**config.mk**
```make
export PLATFORM = sky130hd
export DESIGN_NAME = uart_cmd_loader
export DESIGN_NICKNAME = d
export VERILOG_FILES = /design/src/rtl/uart_loader_pkg.sv /design/src/rtl/loader_word_packer.sv /design/src/rtl/uart_cmd_loader.sv
export SDC_FILE = /design/constraint.sdc
export NUM_CORES = 1
export LEC_CHECK = 0
export ABC_CLOCK_PERIOD_IN_PS = 3650
export CORE_MARGIN = 1
export CORE_UTILIZATION = 30
export CTS_BUF_LIST = sky130_fd_sc_hd__clkbuf_4
export CTS_CLUSTER_DIAMETER = 80
export CTS_CLUSTER_SIZE = 14
export DETAILED_ROUTE_END_ITERATION = 8
export PLACE_DENSITY_LB_ADDON = 0.1
export SLEW_MARGIN = 5
export SYNTH_ARGS = -nofsm -noshare
export SYNTH_HDL_FRONTEND = slang
export SYNTH_SLANG_ARGS = --single-unit
```
**constraint.sdc**
```tcl
create_clock -name clk -period 3.65 [get_ports clk]
set_input_delay 0.73 -clock clk [delete_from_list [all_inputs] [get_ports clk]]
set_output_delay 0.73 -clock clk [all_outputs]
set_load 0.01 [all_outputs]
```
**src/rtl/uart_loader_pkg.sv**
```systemverilog
`default_nettype none
// ============================================================================
//  Module      : uart_loader_pkg
//  Description : Shared constants, FSM state encoding and helpers for the
//                UART command loader (host framing, response codes).
//  Revision    : 1.0 - initial release
// ============================================================================
package uart_loader_pkg;

    // Host framing bytes
    localparam logic [7:0] SYNC_BYTE     = 8'hA5;
    localparam logic [7:0] CMD_LOAD_PROG = 8'h01;
    localparam logic [7:0] CMD_LOAD_DATA = 8'h02;
    localparam logic [7:0] CMD_EXEC      = 8'h03;

    // Response bytes returned after every frame
    localparam logic [7:0] RSP_ACK       = 8'h5A;
    localparam logic [7:0] RSP_NAK       = 8'hEE;

    typedef enum logic [2:0] {
        ST_IDLE  = 3'd0,
        ST_CMD   = 3'd1,
        ST_SIZE  = 3'd2,
        ST_ADDR  = 3'd3,
        ST_DATA  = 3'd4,
        ST_WRITE = 3'd5,
        ST_EXEC  = 3'd6,
        ST_RESP  = 3'd7
    } loader_state_t;

    function automatic logic is_load_cmd(input logic [7:0] cmd);
        return (cmd == CMD_LOAD_PROG) || (cmd == CMD_LOAD_DATA);
    endfunction

endpackage
`default_nettype wire

```
**src/rtl/loader_word_packer.sv**
```systemverilog
`default_nettype none
// ============================================================================
//  Module      : loader_word_packer
//  Description : Little-endian byte-lane accumulator. Byte k of a word lands
//                in lanes [8k+7:8k] and sets strobe bit k. word_ready fires
//                combinationally with the 4th byte or with a byte flagged as
//                the last of the payload; word_data/word_strb then include
//                that byte, and the packer empties itself for the next word.
//  Ports       : clk, rst        - clock, synchronous active-high reset
//                clear           - discard any partially packed word
//                byte_valid/data - incoming payload byte
//                last_byte       - current byte is the final payload byte
//                word_ready      - word_data/word_strb valid this cycle
//                word_data       - packed word including the current byte
//                word_strb       - byte enables including the current byte
//  Revision    : 1.0 - initial release
// ============================================================================
module loader_word_packer (
    input  logic        clk,
    input  logic        rst,
    input  logic        clear,
    input  logic        byte_valid,
    input  logic [7:0]  byte_data,
    input  logic        last_byte,
    output logic        word_ready,
    output logic [31:0] word_data,
    output logic [3:0]  word_strb
);

    logic [31:0] r_lanes;
    logic [3:0]  r_strb;
    logic [1:0]  r_idx;

    logic [31:0] w_lanes;
    logic [3:0]  w_strb;

    // Merge the incoming byte so the caller can capture a complete word on
    // the same cycle the triggering byte arrives.
    always_comb begin
        w_lanes = r_lanes;
        w_strb  = r_strb;
        if (byte_valid) begin
            w_lanes[{r_idx, 3'b000} +: 8] = byte_data;
            w_strb[r_idx]                 = 1'b1;
        end
    end

    assign word_ready = byte_valid && ((r_idx == 2'd3) || last_byte);
    assign word_data  = w_lanes;
    assign word_strb  = w_strb;

    always_ff @(posedge clk) begin
        if (rst || clear || word_ready) begin
            r_lanes <= 32'd0;
            r_strb  <= 4'd0;
            r_idx   <= 2'd0;
        end else if (byte_valid) begin
            r_lanes <= w_lanes;
            r_strb  <= w_strb;
            r_idx   <= r_idx + 2'd1;
        end
    end

endmodule
`default_nettype wire

```
**src/rtl/uart_cmd_loader.sv**
```systemverilog
`default_nettype none
// ============================================================================
//  Module      : uart_cmd_loader
//  Description : Parses host frames [A5][CMD][...] from the UART receiver,
//                turns LOAD payloads into little-endian 32-bit word writes,
//                handles EXEC (boot address + timed CPU reset release) and
//                answers every frame with a one-byte ACK/NAK.
//  Ports       : clk, rst                 - clock, sync active-high reset
//                rx_valid, rx_data        - received byte strobe / value
//                mem_req/addr/wdata/wstrb - word write request
//                mem_ready                - write accepted with mem_req
//                cpu_rst, boot_addr       - CPU reset and reset vector
//                tx_valid, tx_data        - response byte to transmitter
//                tx_ready                 - transmitter accepts response
//                busy                     - frame in progress
//  Revision    : 1.0 - initial release
// ============================================================================
module uart_cmd_loader
    import uart_loader_pkg::*;
#(
    parameter int TIMEOUT_CYCLES   = 65536,
    parameter int RST_PULSE_CYCLES = 16
) (
    input  logic        clk,
    input  logic        rst,
    input  logic        rx_valid,
    input  logic [7:0]  rx_data,
    output logic        mem_req,
    output logic [31:0] mem_addr,
    output logic [31:0] mem_wdata,
    output logic [3:0]  mem_wstrb,
    input  logic        mem_ready,
    output logic        cpu_rst,
    output logic [31:0] boot_addr,
    output logic        tx_valid,
    output logic [7:0]  tx_data,
    input  logic        tx_ready,
    output logic        busy
);

    localparam int TO_W = $clog2(TIMEOUT_CYCLES + 1);
    localparam int EX_W = $clog2(RST_PULSE_CYCLES + 1);

    loader_state_t r_state;
    loader_state_t w_state_next;

    logic            r_is_load;
    logic            r_err;
    logic [7:0]      r_remaining;
    logic [1:0]      r_byte_cnt;
    logic [31:0]     r_addr;
    logic [TO_W-1:0] r_to_cnt;
    logic [EX_W-1:0] r_ex_cnt;

    logic            w_counting;
    logic            w_timeout;
    logic            w_resp_nak;
    logic            w_pk_valid;
    logic            w_pk_clear;
    logic            w_last;
    logic [31:0]     w_addr_full;
    logic            w_word_ready;
    logic [31:0]     w_word_data;
    logic [3:0]      w_word_strb;

    // Address arrives LSB first; the 4th byte completes it.
    assign w_addr_full = {rx_data, r_addr[31:8]};
    assign w_last      = (r_remaining == 8'd1);

    assign w_counting = (r_state == ST_CMD)  || (r_state == ST_SIZE) ||
                        (r_state == ST_ADDR) || (r_state == ST_DATA);
    // A byte arriving on the expiry cycle wins over the timeout.
    assign w_timeout  = w_counting && !rx_valid &&
                        (r_to_cnt == TO_W'(TIMEOUT_CYCLES - 1));

    assign busy = (r_state != ST_IDLE);

    loader_word_packer u_packer (
        .clk        (clk),
        .rst        (rst),
        .clear      (w_pk_clear),
        .byte_valid (w_pk_valid),
        .byte_data  (rx_data),
        .last_byte  (w_last),
        .word_ready (w_word_ready),
        .word_data  (w_word_data),
        .word_strb  (w_word_strb)
    );

    // ------------------------------------------------------------------
    // State register
    // ------------------------------------------------------------------
    always_ff @(posedge clk) begin
        if (rst) begin
            r_state <= ST_IDLE;
        end else begin
            r_state <= w_state_next;
        end
    end

    // ------------------------------------------------------------------
    // Next-state decode and per-cycle control strobes
    // ------------------------------------------------------------------
    always_comb begin
        w_state_next = r_state;
        w_resp_nak   = 1'b0;
        w_pk_valid   = 1'b0;
        w_pk_clear   = 1'b0;
        case (r_state)
            ST_IDLE: begin
                if (rx_valid && (rx_data == SYNC_BYTE)) begin
                    w_state_next = ST_CMD;
                end
            end
            ST_CMD: begin
                if (rx_valid) begin
                    if (is_load_cmd(rx_data)) begin
                        w_state_next = ST_SIZE;
                    end else if (rx_data == CMD_EXEC) begin
                        w_state_next = ST_ADDR;
                    end else begin
                        w_state_next = ST_RESP;
                        w_resp_nak   = 1'b1;
                    end
                end else if (w_timeout) begin
                    w_state_next = ST_RESP;
                    w_resp_nak   = 1'b1;
                end
            end
            ST_SIZE: begin
                if (rx_valid) begin
                    w_state_next = ST_ADDR;
                end else if (w_timeout) begin
                    w_state_next = ST_RESP;
                    w_resp_nak   = 1'b1;
                end
            end
            ST_ADDR: begin
                if (rx_valid && (r_byte_cnt == 2'd3)) begin
                    if (w_addr_full[1:0] != 2'b00) begin
                        w_state_next = ST_RESP;
                        w_resp_nak   = 1'b1;
                    end else if (!r_is_load) begin
                        w_state_next = ST_EXEC;
                    end else if (r_remaining == 8'd0) begin
                        w_state_next = ST_RESP;
                        w_resp_nak   = r_err;
                    end else begin
                        w_state_next = ST_DATA;
                    end
                end else if (w_timeout) begin
                    w_state_next = ST_RESP;
                    w_resp_nak   = 1'b1;
                end
            end
            ST_DATA: begin
                if (rx_valid) begin
                    w_pk_valid = 1'b1;
                    if (w_word_ready) begin
                        w_state_next = ST_WRITE;
                    end
                end else if (w_timeout) begin
                    // Partially packed lanes are dropped, never written.
                    w_pk_clear   = 1'b1;
                    w_state_next = ST_RESP;
                    w_resp_nak   = 1'b1;
                end
            end
            ST_WRITE: begin
                if (mem_req && mem_ready) begin
                    if (r_remaining != 8'd0) begin
                        w_state_next = ST_DATA;
                    end else begin
                        w_state_next = ST_RESP;
                        // An overrun on this very cycle still counts.
                        w_resp_nak   = r_err || rx_valid;
                    end
                end
            end
            ST_EXEC: begin
                if (r_ex_cnt == EX_W'(RST_PULSE_CYCLES - 1)) begin
                    w_state_next = ST_RESP;
                end
            end
            ST_RESP: begin
                if (tx_ready) begin
                    w_state_next = ST_IDLE;
                end
            end
            default: begin
                w_state_next = ST_IDLE;
            end
        endcase
    end

    // ------------------------------------------------------------------
    // Datapath and registered outputs
    // ------------------------------------------------------------------
    always_ff @(posedge clk) begin
        if (rst) begin
            r_is_load   <= 1'b0;
            r_err       <= 1'b0;
            r_remaining <= 8'd0;
            r_byte_cnt  <= 2'd0;
            r_addr      <= 32'd0;
            r_to_cnt    <= '0;
            r_ex_cnt    <= '0;
            mem_req     <= 1'b0;
            mem_addr    <= 32'd0;
            mem_wdata   <= 32'd0;
            mem_wstrb   <= 4'd0;
            cpu_rst     <= 1'b1;
            boot_addr   <= 32'd0;
            tx_valid    <= 1'b0;
            tx_data     <= 8'd0;
        end else begin
            // Inter-byte idle timer
            if (rx_valid || (r_state == ST_IDLE)) begin
                r_to_cnt <= '0;
            end else if (w_counting) begin
                r_to_cnt <= r_to_cnt + TO_W'(1);
            end

            if (r_state == ST_IDLE) begin
                r_byte_cnt <= 2'd0;
            end

            if ((r_state == ST_CMD) && rx_valid) begin
                r_is_load <= is_load_cmd(rx_data);
                // Halt the CPU for the duration of any load.
                if (is_load_cmd(rx_data)) begin
                    cpu_rst <= 1'b1;
                end
            end

            if ((r_state == ST_SIZE) && rx_valid) begin
                r_remaining <= rx_data;
            end

            if ((r_state == ST_ADDR) && rx_valid) begin
                r_addr     <= w_addr_full;
                r_byte_cnt <= r_byte_cnt + 2'd1;
            end

            if ((r_state == ST_DATA) && rx_valid) begin
                r_remaining <= r_remaining - 8'd1;
                if (w_word_ready) begin
                    mem_req   <= 1'b1;
                    mem_addr  <= r_addr;
                    mem_wdata <= w_word_data;
                    mem_wstrb <= w_word_strb;
                end
            end

            if (r_state == ST_WRITE) begin
                if (rx_valid) begin
                    r_err <= 1'b1;
                end
                if (mem_req && mem_ready) begin
                    mem_req <= 1'b0;
                    r_addr  <= r_addr + 32'd4;
                end
            end

            if ((r_state == ST_ADDR) && (w_state_next == ST_EXEC)) begin
                boot_addr <= w_addr_full;
                cpu_rst   <= 1'b1;
                r_ex_cnt  <= '0;
            end

            if (r_state == ST_EXEC) begin
                r_ex_cnt <= r_ex_cnt + EX_W'(1);
                if (w_state_next == ST_RESP) begin
                    cpu_rst <= 1'b0;
                end
            end

            if ((r_state != ST_RESP) && (w_state_next == ST_RESP)) begin
                tx_valid <= 1'b1;
                tx_data  <= w_resp_nak ? RSP_NAK : RSP_ACK;
            end

            if (r_state == ST_RESP) begin
                if (rx_valid) begin
                    r_err <= 1'b1;
                end
                if (tx_ready) begin
                    tx_valid <= 1'b0;
                    r_err    <= 1'b0;
                end
            end
        end
    end

endmodule
`default_nettype wire
```
# After elaboration in Yosys (flattened, before gate mapping)

Index checks and enable logic that the tools add are counted.

Add/sub/neg operators: 7
Magnitude comparators: 2
Equal/unequal tests: 19
Shift operators: 2
Multiplexer cells: 64
Bitwise gates (word level): 1
Reduce and logical (&&, ||, !) cells: 34

Operators with widths:

| kind                   | number |
|---|---|
| $mux 32                | 4 |
| $mux 3                 | 12 |
| $add 32x3->32 const B  | 1 |
| $bwmux 32              | 1 |
| $mux 1                 | 32 |
| $shift 8x7->32 const A | 1 |
| $shiftx 8x7->32        | 1 |
| $mux 8                 | 3 |
| $pmux 3 s8             | 1 |
| $eq 3x3->1 const B     | 6 |
| $add 17x1->17 const B  | 1 |
| $eq 17x16->1 const B   | 1 |
| $eq 8x1->1 const B     | 2 |
| $eq 8x2->1 const B     | 2 |
| $logic_and 1x1->1      | 13 |
| $mux 2                 | 6 |
| $mux 5                 | 2 |
| $logic_or 1x1->1       | 9 |
| $eq 8x8->1 const B     | 1 |
| $logic_not 8->1        | 1 |
| $reduce_bool 2->1      | 4 |
| $reduce_bool 8->1      | 1 |
| $sub 8x1->8 const B    | 1 |
| $neg 5->7              | 1 |
| 18 further kinds       | 22 |

Bits in registers: 218
Bits of input ports: 13
Word-level logic and storage cells: 148

# Logic depth before layout (Yosys ltp)

Gate-level depths: netlist (run 1).

Word-level depth: 14
Mapped depth: 13
Mapped depth without buffers: 11

# By module

Synthesis (run 1) repeated with hierarchy kept, for this count alone.

Cells, all modules: 1,185
Area, all modules: 9,566.7 um2

By module, submodules not included:

| module             | instances | cells each | area an instance (um2) |
|---|---|---|---|
| uart_cmd_loader    | 1         | 981        | 7,757.4 |
| loader_word_packer | 1         | 204        | 1,809.2 |

# Least setup slack after synthesis (run 1)

OpenSTA, ideal clock, no wires.

Path type: register -> register
Start point: register r_to_cnt[0]
End point: register boot_addr[10]
Library setup time: 0.072 ns
Data arrival time: 2.505 ns
Data required time: 3.578 ns
Slack: 1.074 ns
Stages on the path, launching flop included: 14
Clock period less this slack: 2.576 ns
Cell sequence: dfxtp_1 -> ha_1 -> nand4_1 -> nor2_1 -> and3_1 -> ha_1 -> nor2_1 -> nor3b_1 -> o32a_1 -> nor4_4 -> nor3b_2 -> buf_6 -> buf_8 -> mux2i_1

Word-level cells in the longest chain between the ends: 7
Elaborated cells between the ends (all ways): 10
Classes of those cells: eq/ne: 2; mux: 6; reduce/logical: 2

Ends and longest elaborated chain:

| what                      | line                   | RTL |
|---|---|---|
| from (decl)               | uart_cmd_loader.sv:52  | `logic [TO_W-1:0] r_to_cnt;` |
| from (signal assigned)    | uart_cmd_loader.sv:221 | `r_to_cnt <= r_to_cnt + TO_W'(1);` |
| $eq 17x16->1 *            | uart_cmd_loader.sv:74  | `(r_to_cnt == TO_W'(TIMEOUT_CYCLES - 1));` |
| $logic_and 1x1->1 *       | uart_cmd_loader.sv:73  | `assign w_timeout = w_counting && !rx_valid &&` |
| $mux 3 *                  | --                     |  |
| $mux 3 (on tied branches) | --                     |  |
| $pmux 3 s8 *              | uart_cmd_loader.sv:109 | `case (r_state)` |
| $eq 3x3->1 *              | uart_cmd_loader.sv:265 | `if ((r_state == ST_ADDR) && (w_state_next == ST_EXEC)) begin` |
| $logic_and 1x1->1 *       | uart_cmd_loader.sv:265 |  |
| to (signal assigned)      | uart_cmd_loader.sv:266 | `boot_addr <= w_addr_full;` |
| to (decl)                 | uart_cmd_loader.sv:34  | `output logic [31:0] boot_addr,` |

Every way passes the cells marked *; elsewhere a longest branch is shown, timed or not.
A chain may end at the register's enable or synchronous reset.

# Worst setup path in the final report (run 1)

Start point: register r_state[0]
End point: output busy

Word-level cells in the longest chain between the ends: 1

Ends and longest elaborated chain:

| what                   | line                  | RTL |
|---|---|---|
| from (decl)            | uart_cmd_loader.sv:44 | `loader_state_t r_state;` |
| from (signal assigned) | uart_cmd_loader.sv:97 | `r_state <= w_state_next;` |
| $reduce_bool 3->1      | uart_cmd_loader.sv:76 | `assign busy = (r_state != ST_IDLE);` |
| to (decl)              | uart_cmd_loader.sv:38 | `output logic busy` |

Every way passes these cells.

==> results.txt, run 1 <==
The share of total power in combinational logic came out at 0.032. Clock tree synthesis selected as its root buffer the cell sky130_fd_sc_hd__clkbuf_4. The TritonCTS clock tree is done. Of the total synthesized cell area, the portion taken by full adders, half adders and majority gates is 0.0213. The layout cell share with drive strength beyond 1 came out at 0.0558. The final cell count without fillers is 1616. The final period demand of the worst path is 3240 ps.

Of the total synthesized cell area, the portion taken by XOR and XNOR cells is 0.0158. The hold-fix buffer count after cts is 0. The max-capacitance violation count came out at 0. The endpoint identified for the worst register-to-register timing path is boot_addr[15]$_SDFFE_PP0P_. Setup repair after global routing left no endpoint under its margin. The die boundary width came out at 179 um. Fill cells in the final layout number 3294.

The path depth of the worst reg2reg path is 12. The share of total power consumed by net switching is 0.252. The post-detailed-route DRC marker count came out at 16. In the final layout, the multi-input gates occupy 4730 sq um. The final count of hold timing violations was 0.

The core region is 30700 sq um. The area of the mapped netlist is 9400 sq um. The number of max-slew violations in the final report came to 0. The number of antenna violations at the first check in global routing is 1. The total global-route track usage is 0.172. The overall power is 3.54 mW.

The number of enable-type register cells in the synthesized netlist is 0. The count of endpoints failing setup in the final report is 0. The relative area change from synthesis to final layout came out at 19.2%. The startpoint identified for the worst register-to-register timing path is r_to_cnt[0]$_SDFFE_PP0N_. The later-pin clock latency in the skew report came out at 670 ps.

Data arrives at the worst endpoint at 2510 ps. In the final timing run, aggregate negative setup slack is 0 ps. The checks that failed: design-rule violations. The register clock-pin slew on the reported worst setup and hold paths is 150 ps. The final clock period utilization by the worst path is 0.889. The worst-case IR drop observed on VDD is 0.205 mV. The part of the power in registers is 0.656. The largest fanout on the critical path came out at 22. The average instance in the mapped netlist occupies 8.36 sq um. The detailed-route vias per instance came out at 5.03. The maximum number of buffers from clock root to sink is 3. The total placed cells including tap cells came out at 1589. The final layout net count came out at 1244. The overall routed net length came out at 27.5 mm. The total number of yosys warnings came out at 0.

The synthesized-area fraction occupied by and/or/nand/nor cells came out at 0.273. The fraction of the mapped netlist area in compound gates came to 0.156. The via count of the first global-routing pass came out at 7787. The number of buffers added by the clock tree synthesis step is 20. At the pin with the least slew margin, the transition time is 812 ps.

The worst hold-check path type is reg -> reg. Of the total power, the clock network draws 0.312. After synthesis, the largest family of logic cells by area is simple AND/OR/NAND/NOR gates. The flow ran to the end, but the final reports show violations. Setup slack on the worst reg-to-reg path comes out at 690 ps. For this run, the top clock speed supported by timing is 0.308 GHz. The sequential area share after synthesis came out at 0.453. The number of distinct standard cells referenced by the synthesized netlist came out at 67. The floorplan step defined a die boundary enclosing 32100 sq um. The post-synthesis sequential element count is 213. The average detailed-routed wire length per instance came out at 17.0 um. In this run the number of H-tree levels came out at 1.

The I/O pin total came out at 125. The number of gates resized after CTS came out at 0. The residual antenna-violating net count after detailed routing came out at 0. The net switching component of the power is 0.894 mW.

The net count of the mapped netlist is 1154. Measured against the total synthesized area, the mux share comes to 0.0353. The pin count of the biggest net entering global routing came out at 73. The remaining global-route overflow came out at 0.

The area used by sequential logic in the layout came out at 4260 sq um. At the end of routability-driven placement, the weighted congestion stood at 0.799. The gate count of the mapped netlist is 1125. The number of stages on the worst hold path came out at 2. Summed over all nets, the half-perimeter wirelength after detailed placement is 18.0 mm. The number of setup buffers added after CTS is 0.

The initial utilization of the core area, before any placement, comes to 0.306. The number of sinks on the clock net is 213. The clock skew came out at 51.4 ps. The critical path class is reg -> out. The power per standard cell area came out at 316 nW/um^2. The total via count in the routed design is 8135. The worst setup path is launched from a flop.

In this run, the number of DRC markers left after iteration 0 of detailed routing was 539. The worst hold path begins at mem_addr[5]$_SDFFE_PP0P_. The fraction of registers with async set/reset is 0.

For this run, the leading register cell type out of synthesis is sky130_fd_sc_hd__dfxtp_1. The internal portion of the total power is 2.65 mW. The hold-critical path endpoint is mem_addr[5]$_SDFFE_PP0P_.

For this design the static power due to leakage is 3.69 nW. In this run the vertical extent of the chip is 179 um. Data on the critical path is required at its endpoint by 2920 ps. Row generation in the floorplan step produced 64 rows. The total iterations of the first detailed-routing run is 7. The worst setup path is captured at a primary output.

The total of buffers placed on input and output ports came out at 123. The wire length of the first global-routing pass is 43.5 mm. The relative max-transition margin came out at 0.455.
[logic make-up after synthesis]
logic type | count (synthesis)
and+or+nand+nor | 515
AOI/OAI and AO/OA | 234
DFF | 213
buffers and inverters | 96
muxes | 33
xor gates and xnor gates | 17
adders and majority gates | 16
other | 1
[Yosys cell counts, types with 9 or more instances]
master | n | area [sq um]
sky130_fd_sc_hd__nand4_1 | 13 | 81.3
sky130_fd_sc_hd__nand3_1 | 21 | 105
sky130_fd_sc_hd__nand2_1 | 122 | 458
sky130_fd_sc_hd__inv_1 | 11 | 41.3
sky130_fd_sc_hd__nand2b_1 | 65 | 407
sky130_fd_sc_hd__o21ai_0 | 28 | 140
sky130_fd_sc_hd__nor2_1 | 157 | 589
sky130_fd_sc_hd__a31oi_1 | 16 | 100
sky130_fd_sc_hd__and3_1 | 49 | 307
sky130_fd_sc_hd__a211oi_1 | 38 | 285
sky130_fd_sc_hd__xnor2_1 | 12 | 105
sky130_fd_sc_hd__a21oi_1 | 100 | 500
sky130_fd_sc_hd__mux2i_1 | 32 | 320
sky130_fd_sc_hd__clkbuf_1 | 62 | 233
sky130_fd_sc_hd__ha_1 | 16 | 200
sky130_fd_sc_hd__nor2b_1 | 9 | 56.3
sky130_fd_sc_hd__dfxtp_1 | 213 | 4260
sky130_fd_sc_hd__nor3_1 | 23 | 115
sky130_fd_sc_hd__nor3b_1 | 11 | 82.6
sky130_fd_sc_hd__or3_1 | 9 | 56.3
[per-layer routing]
metal,vias to the layer above,wire [um],track usage
li1,4077,-,-
met1,3870,13100,0.228
met2,159,12800,0.291
met3,29,1090,0.0244
met4,0,580,0.0410
met5,-,0,0
[sequential cells by signal (all words and copies together) (netlist names), 4 cells and up, named ones only]
| name | flops |
|---|---|
| r_remaining | 8 |
| mem_addr | 32 |
| boot_addr | 32 |
| r_to_cnt | 17 |
| mem_wstrb | 4 |
| u_packer.r_strb | 4 |
| r_ex_cnt | 5 |
| r_addr | 32 |
| mem_wdata | 32 |
| u_packer.r_lanes | 32 |
[power groups by stage]
stage	Clock, mW	Combinational (mW)	Sequential [mW]
floorplan	0	0.0574	2.38
global placement	0	0.117	2.38
detailed placement	0	0.116	2.38
CTS	1.18	0.116	2.33
finish	1.10	0.114	2.33
global route	1.25	0.123	2.33
[worst max-delay path by stage]
| stage | start | end | cells past startpoint |
|---|---|---|---|
| 3_5_place_dp | rx_data[7] | boot_addr[6]$_SDFFE_PP0P_ | 8 |
| 4_1_cts | r_state[0]$_SDFF_PP0_ | busy | 3 |
| 6_report | r_state[0]$_SDFF_PP0_ | busy | 3 |
| 2_1_floorplan | r_to_cnt[0]$_SDFFE_PP0N_ | boot_addr[10]$_SDFFE_PP0P_ | 13 |
| 5_1_grt | r_state[0]$_SDFF_PP0_ | busy | 3 |
| 3_3_place_gp | rx_data[7] | boot_addr[15]$_SDFFE_PP0P_ | 8 |
[cells in the final DEF (no fill, tap or decap), types with 3 or more instances in the layout]
cell,n
sky130_fd_sc_hd__xor2_1,5
sky130_fd_sc_hd__a21oi_1,100
sky130_fd_sc_hd__o22ai_1,3
sky130_fd_sc_hd__a222oi_1,3
sky130_fd_sc_hd__nor2b_1,9
sky130_fd_sc_hd__a22oi_1,7
sky130_fd_sc_hd__xnor2_1,12
sky130_fd_sc_hd__nor3b_1,11
sky130_fd_sc_hd__inv_1,11
sky130_fd_sc_hd__nand2b_1,65
sky130_fd_sc_hd__nor3_1,23
sky130_fd_sc_hd__a221oi_1,7
sky130_fd_sc_hd__or4_1,3
sky130_fd_sc_hd__nand2_1,122
sky130_fd_sc_hd__ha_1,16
sky130_fd_sc_hd__and2_1,4
sky130_fd_sc_hd__and3_1,49
sky130_fd_sc_hd__clkdlybuf4s50_1,122
sky130_fd_sc_hd__o21ai_0,28
sky130_fd_sc_hd__dfxtp_1,213
sky130_fd_sc_hd__buf_4,28
sky130_fd_sc_hd__o211ai_1,4
sky130_fd_sc_hd__clkbuf_4,21
sky130_fd_sc_hd__a31oi_1,16
sky130_fd_sc_hd__nand4_1,13
sky130_fd_sc_hd__nand3b_1,5
sky130_fd_sc_hd__or3_1,9
sky130_fd_sc_hd__nor2_1,156
sky130_fd_sc_hd__a211oi_1,38
sky130_fd_sc_hd__nand3_1,21
sky130_fd_sc_hd__mux2i_1,32
sky130_fd_sc_hd__nor4_1,7
sky130_fd_sc_hd__and2_0,4
[stage by stage]
step                utilization  hold slack (ps)  worst slack, ps  instance area, sq um
floorplan                     -              427             1070                  9400
global placement          0.358              447              370                 11000
detailed placement        0.358              452              287                 11000
CTS                       0.364              474              321                 11200
global route              0.365              487              200                 11200
finish                    0.365              468              406                 11200
[critical path, stage by stage, from the launching register on]
cell	delay, ps
sky130_fd_sc_hd__dfxtp_1	560
sky130_fd_sc_hd__nor3_1	670
sky130_fd_sc_hd__inv_1	110
sky130_fd_sc_hd__clkdlybuf4s50_1	510
[cell type report]
type | instances | share of cell area
diodes | 2 | 0.000446
clock buffers | 21 | 0.0141
clock inverters | 4 | 0.00335
inverters | 12 | 0.00402
multi-input cells | 816 | 0.422
flip-flops and latches | 213 | 0.380
well taps | 396 | 0.0442
repair buffers | 152 | 0.131
Power figures use the tool's default switching activity.
==> run 2, diff against run 1 <==
--- a/config.mk
+++ b/config.mk
@@ -13,6 +13,7 @@
 export CTS_CLUSTER_SIZE = 14
 export DETAILED_ROUTE_END_ITERATION = 8
 export PLACE_DENSITY_LB_ADDON = 0.1
+export SKIP_LAST_GASP = 1
 export SLEW_MARGIN = 5
 export SYNTH_ARGS = -nofsm -noshare
 export SYNTH_HDL_FRONTEND = slang
==> results of run 2 <==
The final DEF is identical to that of run 1; final timing and power are the same.
